==> src/rtl/switch_repeat_pulser_pkg.sv <==
// Shared definitions for the push-button conditioner: repeat FSM states,
// default 25 MHz board timing and a range helper for the limit parameters.
package switch_repeat_pulser_pkg;

  // Default timing for the 25 MHz Go Board clock
  localparam int DEBOUNCE_10MS = 250000;
  localparam int REPEAT_500MS  = 12500000;
  localparam int REPEAT_100MS  = 2500000;
  localparam int DEFAULT_CNT_W = 24;

  // Auto-repeat controller states
  typedef enum logic [1:0] {
    IDLE   = 2'd0,
    DELAY  = 2'd1,
    REPEAT = 2'd2
  } repeat_state_t;

  // True when a limit value can be held in a counter of the given width
  function automatic bit limit_fits(input int limit, input int width);
    return (limit >= 0) && ((limit >> width) == 0);
  endfunction

endpackage

==> src/rtl/switch_repeat_pulser_if.sv <==
// Button-side bundle: the raw switch level in, and the conditioned level,
// edge pulses and auto-repeat strobes out.
interface switch_repeat_pulser_if;

  logic i_Switch;
  logic o_Level;
  logic o_Press;
  logic o_Release;
  logic o_Step;
  logic o_Held;

  // Whoever owns the button and consumes the pulses
  modport master (
    output i_Switch,
    input  o_Level,
    input  o_Press,
    input  o_Release,
    input  o_Step,
    input  o_Held
  );

  // The conditioner itself
  modport slave (
    input  i_Switch,
    output o_Level,
    output o_Press,
    output o_Release,
    output o_Step,
    output o_Held
  );

endinterface

==> src/rtl/switch_repeat_pulser_sync_debounce.sv <==
// Two-flop synchroniser plus counting debouncer. o_Level is the stable
// debounced level; o_Rise / o_Fall pulse for one cycle in the same cycle
// o_Level changes.
module switch_repeat_pulser_sync_debounce
  import switch_repeat_pulser_pkg::*;
#(
  parameter int DEBOUNCE_LIMIT = DEBOUNCE_10MS,
  parameter int CNT_W          = DEFAULT_CNT_W
) (
  input  logic i_Clk,
  input  logic i_Rst,
  input  logic i_Switch,
  output logic o_Level,
  output logic o_Rise,
  output logic o_Fall
);

  localparam logic [CNT_W-1:0] DB_LAST = CNT_W'(DEBOUNCE_LIMIT - 1);

  logic             sync1;
  logic             sync2;
  logic [CNT_W-1:0] db_count;

  // Bring the asynchronous button level into the i_Clk domain
  always_ff @(posedge i_Clk or posedge i_Rst) begin
    if (i_Rst) begin
      sync1 <= 1'b0;
      sync2 <= 1'b0;
    end else begin
      sync1 <= i_Switch;
      sync2 <= sync1;
    end
  end

  // Flip the stable level only after sync2 has disagreed for DEBOUNCE_LIMIT cycles
  always_ff @(posedge i_Clk or posedge i_Rst) begin
    if (i_Rst) begin
      db_count <= '0;
      o_Level  <= 1'b0;
      o_Rise   <= 1'b0;
      o_Fall   <= 1'b0;
    end else begin
      o_Rise <= 1'b0;
      o_Fall <= 1'b0;
      if (sync2 == o_Level) begin
        db_count <= '0;
      end else if (db_count == DB_LAST) begin
        o_Level  <= sync2;
        o_Rise   <= sync2;
        o_Fall   <= ~sync2;
        db_count <= '0;
      end else begin
        db_count <= db_count + 1'b1;
      end
    end
  end

endmodule

==> src/rtl/switch_repeat_pulser.sv <==
// Push-button conditioner: synchronise and debounce one raw button, emit
// press/release pulses and keyboard-style auto-repeat step pulses while held.
// All outputs are registered one cycle behind the debouncer's stable level.
module switch_repeat_pulser
  import switch_repeat_pulser_pkg::*;
#(
  parameter int DEBOUNCE_LIMIT = DEBOUNCE_10MS,
  parameter int REPEAT_DELAY   = REPEAT_500MS,
  parameter int REPEAT_RATE    = REPEAT_100MS,
  parameter int CNT_W          = DEFAULT_CNT_W
) (
  input  logic                 i_Clk,
  input  logic                 i_Rst,
  switch_repeat_pulser_if.slave sw
);

  // Refuse to build with limits the counters cannot represent
  if ((DEBOUNCE_LIMIT < 1) || !limit_fits(DEBOUNCE_LIMIT, CNT_W) ||
      !limit_fits(REPEAT_DELAY, CNT_W) || !limit_fits(REPEAT_RATE, CNT_W)) begin : g_bad_config
    $error("switch_repeat_pulser: timing limit out of range for CNT_W");
  end

  // A zero delay or rate turns the block into a plain press/release pulser
  localparam bit REPEAT_ON = (REPEAT_DELAY != 0) && (REPEAT_RATE != 0);
  localparam logic [CNT_W-1:0] DELAY_LAST = CNT_W'(REPEAT_DELAY - 1);
  localparam logic [CNT_W-1:0] RATE_LAST  = CNT_W'(REPEAT_RATE - 1);

  logic             level;
  logic             rise;
  logic             fall;
  repeat_state_t    state;
  logic [CNT_W-1:0] timer;
  logic             level_q;
  logic             press_q;
  logic             release_q;
  logic             step_q;
  logic             held_q;

  switch_repeat_pulser_sync_debounce #(
    .DEBOUNCE_LIMIT (DEBOUNCE_LIMIT),
    .CNT_W          (CNT_W)
  ) u_sync_debounce (
    .i_Clk    (i_Clk),
    .i_Rst    (i_Rst),
    .i_Switch (sw.i_Switch),
    .o_Level  (level),
    .o_Rise   (rise),
    .o_Fall   (fall)
  );

  // Repeat FSM with shared timer; a release always wins over a timer expiry
  always_ff @(posedge i_Clk or posedge i_Rst) begin
    if (i_Rst) begin
      state     <= IDLE;
      timer     <= '0;
      level_q   <= 1'b0;
      press_q   <= 1'b0;
      release_q <= 1'b0;
      step_q    <= 1'b0;
      held_q    <= 1'b0;
    end else begin
      level_q   <= level;
      press_q   <= rise;
      release_q <= fall;
      step_q    <= 1'b0;
      held_q    <= (state == REPEAT);
      if (fall) begin
        state <= IDLE;
        timer <= '0;
      end else begin
        case (state)
          IDLE: begin
            if (rise) begin
              step_q <= 1'b1;
              timer  <= '0;
              if (REPEAT_ON) begin
                state <= DELAY;
              end
            end
          end
          DELAY: begin
            if (timer == DELAY_LAST) begin
              step_q <= 1'b1;
              timer  <= '0;
              state  <= REPEAT;
            end else begin
              timer <= timer + 1'b1;
            end
          end
          REPEAT: begin
            if (timer == RATE_LAST) begin
              step_q <= 1'b1;
              timer  <= '0;
            end else begin
              timer <= timer + 1'b1;
            end
          end
          default: begin
            state <= IDLE;
            timer <= '0;
          end
        endcase
      end
    end
  end

  assign sw.o_Level   = level_q;
  assign sw.o_Press   = press_q;
  assign sw.o_Release = release_q;
  assign sw.o_Step    = step_q;
  assign sw.o_Held    = held_q;

endmodule

==> src/flat_wrapper.sv <==
// flat-port wrapper written by rule: the top's interface ports become plain ports
module switch_repeat_pulser_flat import switch_repeat_pulser_pkg::*;
#(
  parameter int DEBOUNCE_LIMIT = DEBOUNCE_10MS,
  parameter int REPEAT_DELAY   = REPEAT_500MS,
  parameter int REPEAT_RATE    = REPEAT_100MS,
  parameter int CNT_W          = DEFAULT_CNT_W
)
  (i_Clk, i_Rst, sw_i_Switch, sw_o_Level, sw_o_Press, sw_o_Release, sw_o_Step, sw_o_Held);
  switch_repeat_pulser_if sw_i ();
  input  logic i_Clk;
  input  logic i_Rst;
  input wire logic [$bits(sw_i.i_Switch)-1:0] sw_i_Switch;
  output wire logic [$bits(sw_i.o_Level)-1:0] sw_o_Level;
  output wire logic [$bits(sw_i.o_Press)-1:0] sw_o_Press;
  output wire logic [$bits(sw_i.o_Release)-1:0] sw_o_Release;
  output wire logic [$bits(sw_i.o_Step)-1:0] sw_o_Step;
  output wire logic [$bits(sw_i.o_Held)-1:0] sw_o_Held;
  assign sw_i.i_Switch = sw_i_Switch;
  assign sw_o_Level = sw_i.o_Level;
  assign sw_o_Press = sw_i.o_Press;
  assign sw_o_Release = sw_i.o_Release;
  assign sw_o_Step = sw_i.o_Step;
  assign sw_o_Held = sw_i.o_Held;
  switch_repeat_pulser #(.DEBOUNCE_LIMIT(DEBOUNCE_LIMIT), .REPEAT_DELAY(REPEAT_DELAY), .REPEAT_RATE(REPEAT_RATE), .CNT_W(CNT_W)) u_core (.i_Clk(i_Clk), .i_Rst(i_Rst), .sw(sw_i));
endmodule
==> config.mk <==
export PLATFORM = sky130hd
export DESIGN_NAME = switch_repeat_pulser_flat
export DESIGN_NICKNAME = d
export VERILOG_FILES = /design/src/rtl/switch_repeat_pulser_pkg.sv /design/src/rtl/switch_repeat_pulser_if.sv /design/src/rtl/switch_repeat_pulser_sync_debounce.sv /design/src/rtl/switch_repeat_pulser.sv /design/src/flat_wrapper.sv
export SDC_FILE = /design/constraint.sdc
export NUM_CORES = 1
export LEC_CHECK = 0
export CAP_MARGIN = 0
export CORE_MARGIN = 2
export CORE_UTILIZATION = 65
export DETAILED_ROUTE_END_ITERATION = 7
export PLACE_DENSITY = 0.83
export SYNTH_ARGS = -nofsm -noshare
export SYNTH_HDL_FRONTEND = slang
export SYNTH_SLANG_ARGS = --single-unit
==> constraint.sdc <==
create_clock -name i_Clk -period 6.8 [get_ports i_Clk]
set_input_delay 1.36 -clock i_Clk [delete_from_list [all_inputs] [get_ports i_Clk]]
set_output_delay 1.36 -clock i_Clk [all_outputs]
set_load 0.01 [all_outputs]
==> impl_metrics.ini, run 1 <==
[clock_tree]
cts_setup_buffers = 0
cts.repair.resized = 0
ctsHtreeMaxLevel = 3
cts-root-buf = clkbuf_8
cts_hold_buf = 0
cts_made_buffers = 9
cts.sinks = 60
clk_pin_slew_ps = 70
cts_tree = done
clockBufferDepth = 2
insertion_delay_ps = 330

[floorplanning]
std_cell_rows = 24
die_area_um2 = 5250
io_pins = 8
die_h_um = 72.4
start_util_pct = 68.5
core-area_um2 = 4440
die_w_um = 72.4

[timing]
slew_violations = 0
finalWorstSetupSlack_ps = 4010
worst_pin_slew_ps = 1130
rsz0062_at_grt = false
finalSetupViolCount = 0
tns_ps = 0
post-route-period-util_pct = 41.0
fin_skew_ps = 9.72
slew_headroom_pct = 24.8
hold_violations = 0
period_needed_ps = 2790
max_freq_mhz = 358

[power]
p_sw_mw = 0.153
p_leak_nw = 1.43
power_density_nw_per_um2 = 225
switching_share_pct = 20.1
p_int_mw = 0.608
power_mw = 0.761
combPwrFrac_pct = 1.7
clkPwrFrac_pct = 50.9
seqPwrFrac_pct = 47.4
ir_drop_mv = 0.212

[worst_setup_path]
setup.worst_path.class = reg -> reg
slowest_stage = or4_1
reg2reg_depth = 5
crit_family = compound AO/OA/AOI/OAI gates
startpoint = u_core.timer[9]$_DFFE_PP0P_
crit_arrival_ps = 2980
reg2reg_from = u_core.timer[9]$_DFFE_PP0P_
crit_buf_inv = 0
start_kind = flip-flop
critical_path.cell_chain = or4_1, or4_4, o41a_4, o21ai_4, a21oi_1
required_ps = 6990
end_kind = flip-flop
cpPeakStageDelay_ps = 570
crit_fanout = 19
cp.depth = 5

[final_layout]
final_layout_size_suffix_gt1_share_pct = 7.79
seqCellArea_um2 = 1500
final_common_cell = dfrtp_1
diodes = 0
nFillCells = 293
final_cell_mix = 60 x dfrtp_1, 30 x nor2_1, 26 x xor2_1, 23 x nand2_1, 23 x nand3_1
fin_nets = 326
multi_input_area_um2 = 1460
areaGrowthSynthToFinish_pct = 10.9

[route]
dr.pass1.iters = 5
num_vias = 2237
drc_errors = 0
finalWirelength_um = 5490
avgRoutedWirePerCell_um = 14.7
antenna_left = 0
via_per_inst = 6.00
drtIter0Drc = 187

[global_routing]
overflow = 0
use_met3_pct = 7.08
use_met2_pct = 35.1
grt_pass1_vias = 2136
grt_max_degree = 61
antenna_found_initial = 0
grt_pass1_wl_um = 9780
use_met1_pct = 34.9
grt_usage_pct = 24.0
grt.busiest_layer = met2

[yosys]
ys.flop_type = dfrtp_1
ys_ff_latch = 60
avgSynthCellArea_um2 = 9.92
seq_area_frac_synth_pct = 49.3
async_reset_ff_share_pct = 100
synth_edf_count = 0
synthesis.instances = 307
syn_area_um2 = 3040
syn-num-nets = 317
yosysWarningCount = 0
synth.distinct_cells = 42

[place]
portBuffers = 7
dp_hpwl_um = 3750
gp_congestion = 0.873
dp_slack_ps = 4020

[min_path]
min_from = u_core.u_sync_debounce.sync1$_DFF_PP0_
holdPathStages = 0
worstHoldPathType = reg -> reg

[run]
maxCapViolations = 0

[outcome]
outcome = complete, no violations
## power by group through the flow
stage	sequential [mW]	clock [mW]	combinational, mW
floorplan	0.367	0	0.00968
global placement	0.367	0	0.0133
detailed placement	0.367	0	0.0135
CTS	0.360	0.394	0.0137
global route	0.360	0.412	0.0159
finish	0.360	0.387	0.0130
## routing by layer
| layer | part of all wire [%] | vias to the layer above |
|---|---|---|
| li1 | - | 1110 |
| met1 | 49 | 1054 |
| met2 | 45 | 65 |
| met3 | 5.2 | 8 |
| met4 | 1.1 | 0 |
| met5 | 0 | - |
## flip-flops by register name (all words and copies together), names as in the netlist
name,flops
u_core.state,2
u_core.sw.o_Held,1
u_core.sw.o_Level,1
u_core.sw.o_Press,1
u_core.sw.o_Release,1
u_core.sw.o_Step,1
u_core.timer,24
u_core.u_sync_debounce.db_count,24
u_core.u_sync_debounce.o_Fall,1
u_core.u_sync_debounce.o_Level,1
u_core.u_sync_debounce.o_Rise,1
u_core.u_sync_debounce.sync1,1
u_core.u_sync_debounce.sync2,1
## worst paths after layout
kind	endpoint	slack (ps)
min in group asynchronous	u_core.u_sync_debounce.sync2$_DFF_PP0_	1550
max in group asynchronous	u_core.timer[0]$_DFFE_PP0P_	4790
hold / removal	u_core.u_sync_debounce.sync2$_DFF_PP0_	350
setup / recovery	u_core.timer[5]$_DFFE_PP0P_	4010
hold reg to reg	u_core.u_sync_debounce.sync2$_DFF_PP0_	350
setup reg to reg	u_core.timer[5]$_DFFE_PP0P_	4010
## area by class of cell
| type | count | share of cell area, % |
|---|---|---|
| multi-input cells | 229 | 43.1 |
| well taps | 52 | 1.93 |
| inverters | 8 | 0.889 |
| clock buffers | 9 | 3.67 |
| clock inverters | 7 | 3.67 |
| repair buffers | 8 | 2.30 |
| flip-flops and latches | 60 | 44.5 |
## stage by stage
| step | instance area (um2) | instances | util, % | hold WS, ps |
|---|---|---|---|---|
| detailed placement | 3130 | 357 | 70.4 | 337 |
| global placement | 3130 | 357 | 70.4 | 333 |
| floorplan | 3040 | 307 | - | 331 |
| CTS | 3380 | 373 | 76.0 | 354 |
| finish | 3380 | 373 | 76.0 | 353 |
| global route | 3380 | 373 | 76.0 | 376 |
## cells in the mapped netlist, types with 3 or more instances
library cell	count	share of area, %
inv_1	8	0.99
a21oi_1	22	3.6
o21ai_0	4	0.66
xnor2_1	16	4.6
and3_1	9	1.8
nor2_1	30	3.7
nor4_1	9	1.8
nand3_1	23	3.8
xor2_1	26	7.5
nor3b_1	3	0.74
dfrtp_1	60	49
nand2_1	23	2.8
nand4_1	13	2.7
nor3_1	13	2.1
clkbuf_1	7	0.86
o2111ai_1	3	0.86
ha_1	7	2.9
## kinds of logic after synthesis
kind of cell	Yosys count	synth area share [%]
AOI/OAI and AO/OA	36	7.65
and+or+nand+nor	143	24.8
DFF	60	49.3
muxes	1	0.370
buffers and inverters	18	2.88
adders and majority gates	7	2.88
xor gates and xnor gates	42	12.1
Power figures use the tool's default switching activity.
==> run 2, diff against run 1 <==
--- a/config.mk
+++ b/config.mk
@@ -7,9 +7,9 @@
 export LEC_CHECK = 0
 export CAP_MARGIN = 0
 export CORE_MARGIN = 2
-export CORE_UTILIZATION = 65
+export CORE_UTILIZATION = 55
 export DETAILED_ROUTE_END_ITERATION = 7
-export PLACE_DENSITY = 0.83
+export PLACE_DENSITY = 0.75
 export SYNTH_ARGS = -nofsm -noshare
 export SYNTH_HDL_FRONTEND = slang
 export SYNTH_SLANG_ARGS = --single-unit
==> constraint.sdc (replaced) <==
create_clock -name i_Clk -period 2.5 [get_ports i_Clk]
set_input_delay 0.5 -clock i_Clk [delete_from_list [all_inputs] [get_ports i_Clk]]
set_output_delay 0.5 -clock i_Clk [all_outputs]
set_load 0.01 [all_outputs]
==> impl_metrics.ini, run 2 (synthesized netlist as in run 1, its figures left out) <==
[outcome]
outcome = complete, no violations

[final_layout]
diodes = 0
areaGrowthSynthToFinish_pct = 14.0
fin_nets = 335
top_regs = u_core.timer (24), u_core.u_sync_debounce.db_count (24), u_core.state (2)
final_cell_mix = 60 x dfrtp_1, 30 x nor2_1, 26 x xor2_1, 23 x nand2_1, 23 x nand3_1
final_layout_size_suffix_gt1_share_pct = 10.3
final_common_cell = dfrtp_1

[global_routing]
grt_usage_pct = 21.8
antenna_found_initial = 0
grt_pass1_vias = 2288
overflow = 0
grt_max_degree = 40
grt_pass1_wl_um = 10400

[timing]
max_freq_mhz = 421
fin_skew_ps = 7.47
worst_pin_slew_ps = 607
slew_headroom_pct = 59.1
period_needed_ps = 2370
rsz0062_at_grt = false
tns_ps = 0
hold_slack_ps = 354
hold_violations = 0
post-route-period-util_pct = 94.9
finalSetupViolCount = 0
slew_violations = 0

[power]
p_sw_mw = 0.441
combPwrFrac_pct = 2.0
power_mw = 2.00
ir_drop_mv = 0.548
switching_share_pct = 22.1
p_leak_nw = 1.48
clkPwrFrac_pct = 48.9
p_int_mw = 1.55
power_density_nw_per_um2 = 575
seqPwrFrac_pct = 49.1

[route]
num_vias = 2252
via_per_inst = 5.60
drtIter0Drc = 115
avgRoutedWirePerCell_um = 14.2
dr.pass1.iters = 4
drc_errors = 0
antenna_left = 0
finalWirelength_um = 5720

[clock_tree]
clockBufferDepth = 2
insertion_delay_ps = 350
ctsHtreeMaxLevel = 3
cts.sinks = 60
cts_setup_buffers = 0
cts_made_buffers = 9
clk_pin_slew_ps = 70
cts-root-buf = clkbuf_8
cts_tree = done

[worst_setup_path]
crit_arrival_ps = 2590
r2r_setup_slack_ps = 130
required_ps = 2710
crit_fanout = 19
setup.worst_path.class = reg -> reg
end_kind = flip-flop
critical_path.cell_chain = or4_1, or4_4, o41a_4, o21ai_4, buf_12, a21oi_1
cpPeakStageDelay_ps = 530
start_kind = flip-flop
slowest_stage = or4_1

[run]
maxCapViolations = 0

[place]
dp_hpwl_um = 3960
gp_congestion = 0.847
portBuffers = 7

[floorplanning]
die_w_um = 78.4
die_h_um = 78.4
core-area_um2 = 5440
die_area_um2 = 6150
std_cell_rows = 27
io_pins = 8
start_util_pct = 56.0

[min_path]
worstHoldPathType = reg -> reg
==> run 2: worst max-delay path: cells and delay by family (launching register included) <==
kind,cells,cell delay (ps)
flops,1,400
buf+inv,1,160
simple gates,2,1030
compound gates,3,660
==> run 2: path summary, 6_finish.rpt <==
path	startpoint	end	cells past startpoint
max in group asynchronous	i_Rst	u_core.timer[7]$_DFFE_PP0P_	3
worst min register to register	u_core.u_sync_debounce.sync1$_DFF_PP0_	u_core.u_sync_debounce.sync2$_DFF_PP0_	0
min in group asynchronous	i_Rst	u_core.sw.o_Press$_DFF_PP0_	2
worst min-delay path	u_core.u_sync_debounce.sync1$_DFF_PP0_	u_core.u_sync_debounce.sync2$_DFF_PP0_	0
worst max-delay path	u_core.timer[6]$_DFFE_PP0P_	u_core.timer[3]$_DFFE_PP0P_	6
worst max register to register	u_core.timer[6]$_DFFE_PP0P_	u_core.timer[3]$_DFFE_PP0P_	6
==> run 2: repair_timing <==
action | 4_1_cts | 5_1_grt
setup endpoints to repair | 0 | 2
hold buffers | 0 | 0
resized for setup | 0 | 1
==> run 2: per-stage QoR <==
stage / setup WS (ps) / area, um2 / std cells / util (%)
6_report: 127 / 3470 / 402 / 63.8
5_1_grt: 50.8 / 3470 / 402 / 63.8
4_1_cts: 114 / 3470 / 402 / 63.8
3_5_place_dp: 118 / 3250 / 386 / 59.7
3_3_place_gp: 147 / 3250 / 386 / 59.7
2_1_floorplan: 99.0 / 3040 / 307 / -
==> run 2: layer usage <==
metal	global-route usage, %	vias to the layer above	part of all wire (%)
li1	-	1126	-
met1	27.2	1074	47
met2	35.0	44	48
met3	7.47	8	3.7
met4	8.25	0	1.3
met5	0	-	0
==> run 2: area by class of cell <==
class | instances | area [um2]
Sequential cell | 60 | 1500
Clock buffer | 9 | 124
Fill cell | 422 | 1970
Multi-Input combinational cell | 229 | 1460
Clock inverter | 7 | 100
Tap cell | 72 | 90.1
Timing Repair Buffer | 17 | 170
Inverter | 8 | 30.0
==> run 2: power groups by stage <==
stage | registers (mW) | clock network [mW] | logic, mW
2_1_floorplan | 0.998 | 0 | 0.0263
3_3_place_gp | 0.999 | 0 | 0.0410
3_5_place_dp | 0.999 | 0 | 0.0421
4_1_cts | 0.980 | 0.994 | 0.0425
5_1_grt | 0.980 | 1.05 | 0.0479
6_report | 0.980 | 0.976 | 0.0401
==> run 3, diff against run 2 <==
--- a/config.mk
+++ b/config.mk
@@ -7,9 +7,9 @@
 export LEC_CHECK = 0
 export CAP_MARGIN = 0
 export CORE_MARGIN = 2
-export CORE_UTILIZATION = 55
+export CORE_UTILIZATION = 61
 export DETAILED_ROUTE_END_ITERATION = 7
-export PLACE_DENSITY = 0.75
+export PLACE_DENSITY = 0.79
 export SYNTH_ARGS = -nofsm -noshare
 export SYNTH_HDL_FRONTEND = slang
 export SYNTH_SLANG_ARGS = --single-unit
==> constraint.sdc (replaced) <==
create_clock -name i_Clk -period 2.65 [get_ports i_Clk]
set_input_delay 0.53 -clock i_Clk [delete_from_list [all_inputs] [get_ports i_Clk]]
set_output_delay 0.53 -clock i_Clk [all_outputs]
set_load 0.01 [all_outputs]
==> impl_metrics.ini, run 3 (synthesized netlist as in run 1, its figures left out) <==
[final_layout]
top_regs = u_core.timer (24), u_core.u_sync_debounce.db_count (24), u_core.state (2)
multi_input_area_um2 = 1460
nFillCells = 352
diodes = 0
areaGrowthSynthToFinish_pct = 12.7
fin_nets = 333
final_common_cell = dfrtp_1
final_cells = 395
final_cell_mix = 60 x dfrtp_1, 30 x nor2_1, 26 x xor2_1, 23 x nand2_1, 23 x nand3_1
fin_area_um2 = 3430
seqCellArea_um2 = 1500
final_layout_size_suffix_gt1_share_pct = 9.15

[min_path]
worstHoldPathType = reg -> reg
min_from = u_core.u_sync_debounce.sync1$_DFF_PP0_
holdPathStages = 0

[worst_setup_path]
reg2reg_from = u_core.timer[6]$_DFFE_PP0P_
required_ps = 2840
setup.worst_path.class = reg -> reg
end_kind = flip-flop
reg2reg_depth = 6
crit_arrival_ps = 2810
crit_fanout = 19
start_kind = flip-flop
startpoint = u_core.timer[6]$_DFFE_PP0P_

[clock_tree]
clk_pin_slew_ps = 70
cts_tree = done
cts.sinks = 60
insertion_delay_ps = 340
cts_setup_buffers = 0
clockBufferDepth = 2
cts-root-buf = clkbuf_8
cts_made_buffers = 9
ctsHtreeMaxLevel = 3

[outcome]
outcome = complete, no violations

[timing]
worst_pin_slew_ps = 943
rsz0062_at_grt = false
fin_skew_ps = 3.38
tns_ps = 0
finalSetupViolCount = 0
post-route-period-util_pct = 98.7
max_freq_mhz = 382
slew_headroom_pct = 36.5
slew_violations = 0
hold_violations = 0
period_needed_ps = 2610

[global_routing]
grt_pass1_vias = 2178
antenna_found_initial = 0
overflow = 0
grt_max_degree = 32
grt_usage_pct = 25.2
grt_pass1_wl_um = 10500

[floorplanning]
core-area_um2 = 4750
die_h_um = 74.6
start_util_pct = 64.0
die_w_um = 74.6
io_pins = 8
die_area_um2 = 5570
std_cell_rows = 25

[power]
p_leak_nw = 1.46
ir_drop_mv = 0.336
power_density_nw_per_um2 = 542
power_mw = 1.86

[place]
place_area_um2 = 3210
place_inst = 379
gp_congestion = 0.905
dp_hpwl_um = 4090
portBuffers = 7

[route]
antenna_left = 0
drc_errors = 0
finalWirelength_um = 6030
dr.pass1.iters = 4
avgRoutedWirePerCell_um = 15.3
num_vias = 2342
drtIter0Drc = 205
via_per_inst = 5.93

[run]
maxCapViolations = 0
## run 3: critical path, cell delays in order (launching register included)
cell     delay (ps)
dfrtp_1         400
or4_1           540
or4_4           510
o41a_4          560
o21ai_4         190
buf_12          170
a21oi_1          90
## run 3: final cells by class
class	instances	area share [%]
sequential	60	43.8
timing repair buffer	15	4.16
tap	67	2.44
clock inverter	4	2.12
clock buffer	12	4.23
multi-input combinational	229	42.4
inverter	8	0.875
## run 3: metal layers
layer,vias to the layer above,global-route usage [%],share of wire [%]
li1,1119,-,-
met1,1157,36.9,48
met2,55,35.9,45
met3,11,4.95,4.9
met4,0,12.5,1.7
met5,-,0,0
## run 3: per-stage QoR
stage	hold slack, ps	setup slack (ps)	utilization (%)
final	362	35.4	72.2
after global routing	383	2.25	72.2
after CTS	365	45.2	72.2
after detailed placement	350	66.1	67.6
after global placement	344	128	67.6
after floorplan	331	86.0	-
## run 3: worst paths after layout
| path | slack (ps) | to |
|---|---|---|
| max | 40 | u_core.timer[8]$_DFFE_PP0P_ |
| min | 360 | u_core.u_sync_debounce.sync2$_DFF_PP0_ |
| max reg2reg | 40 | u_core.timer[8]$_DFFE_PP0P_ |
| min reg2reg | 360 | u_core.u_sync_debounce.sync2$_DFF_PP0_ |
| max in group asynchronous | 1770 | u_core.timer[7]$_DFFE_PP0P_ |
| min in group asynchronous | 600 | u_core.u_sync_debounce.sync2$_DFF_PP0_ |
## run 3: repair_timing
action,CTS,global route
hold buffers,0,0
gates resized for setup,0,1
endpoints found under the setup margin,0,3
## run 3: where the power goes
part	switching (mW)	internal (mW)
sequential	0.00439	0.921
combinational	0.0268	0.0102
clock	0.344	0.554
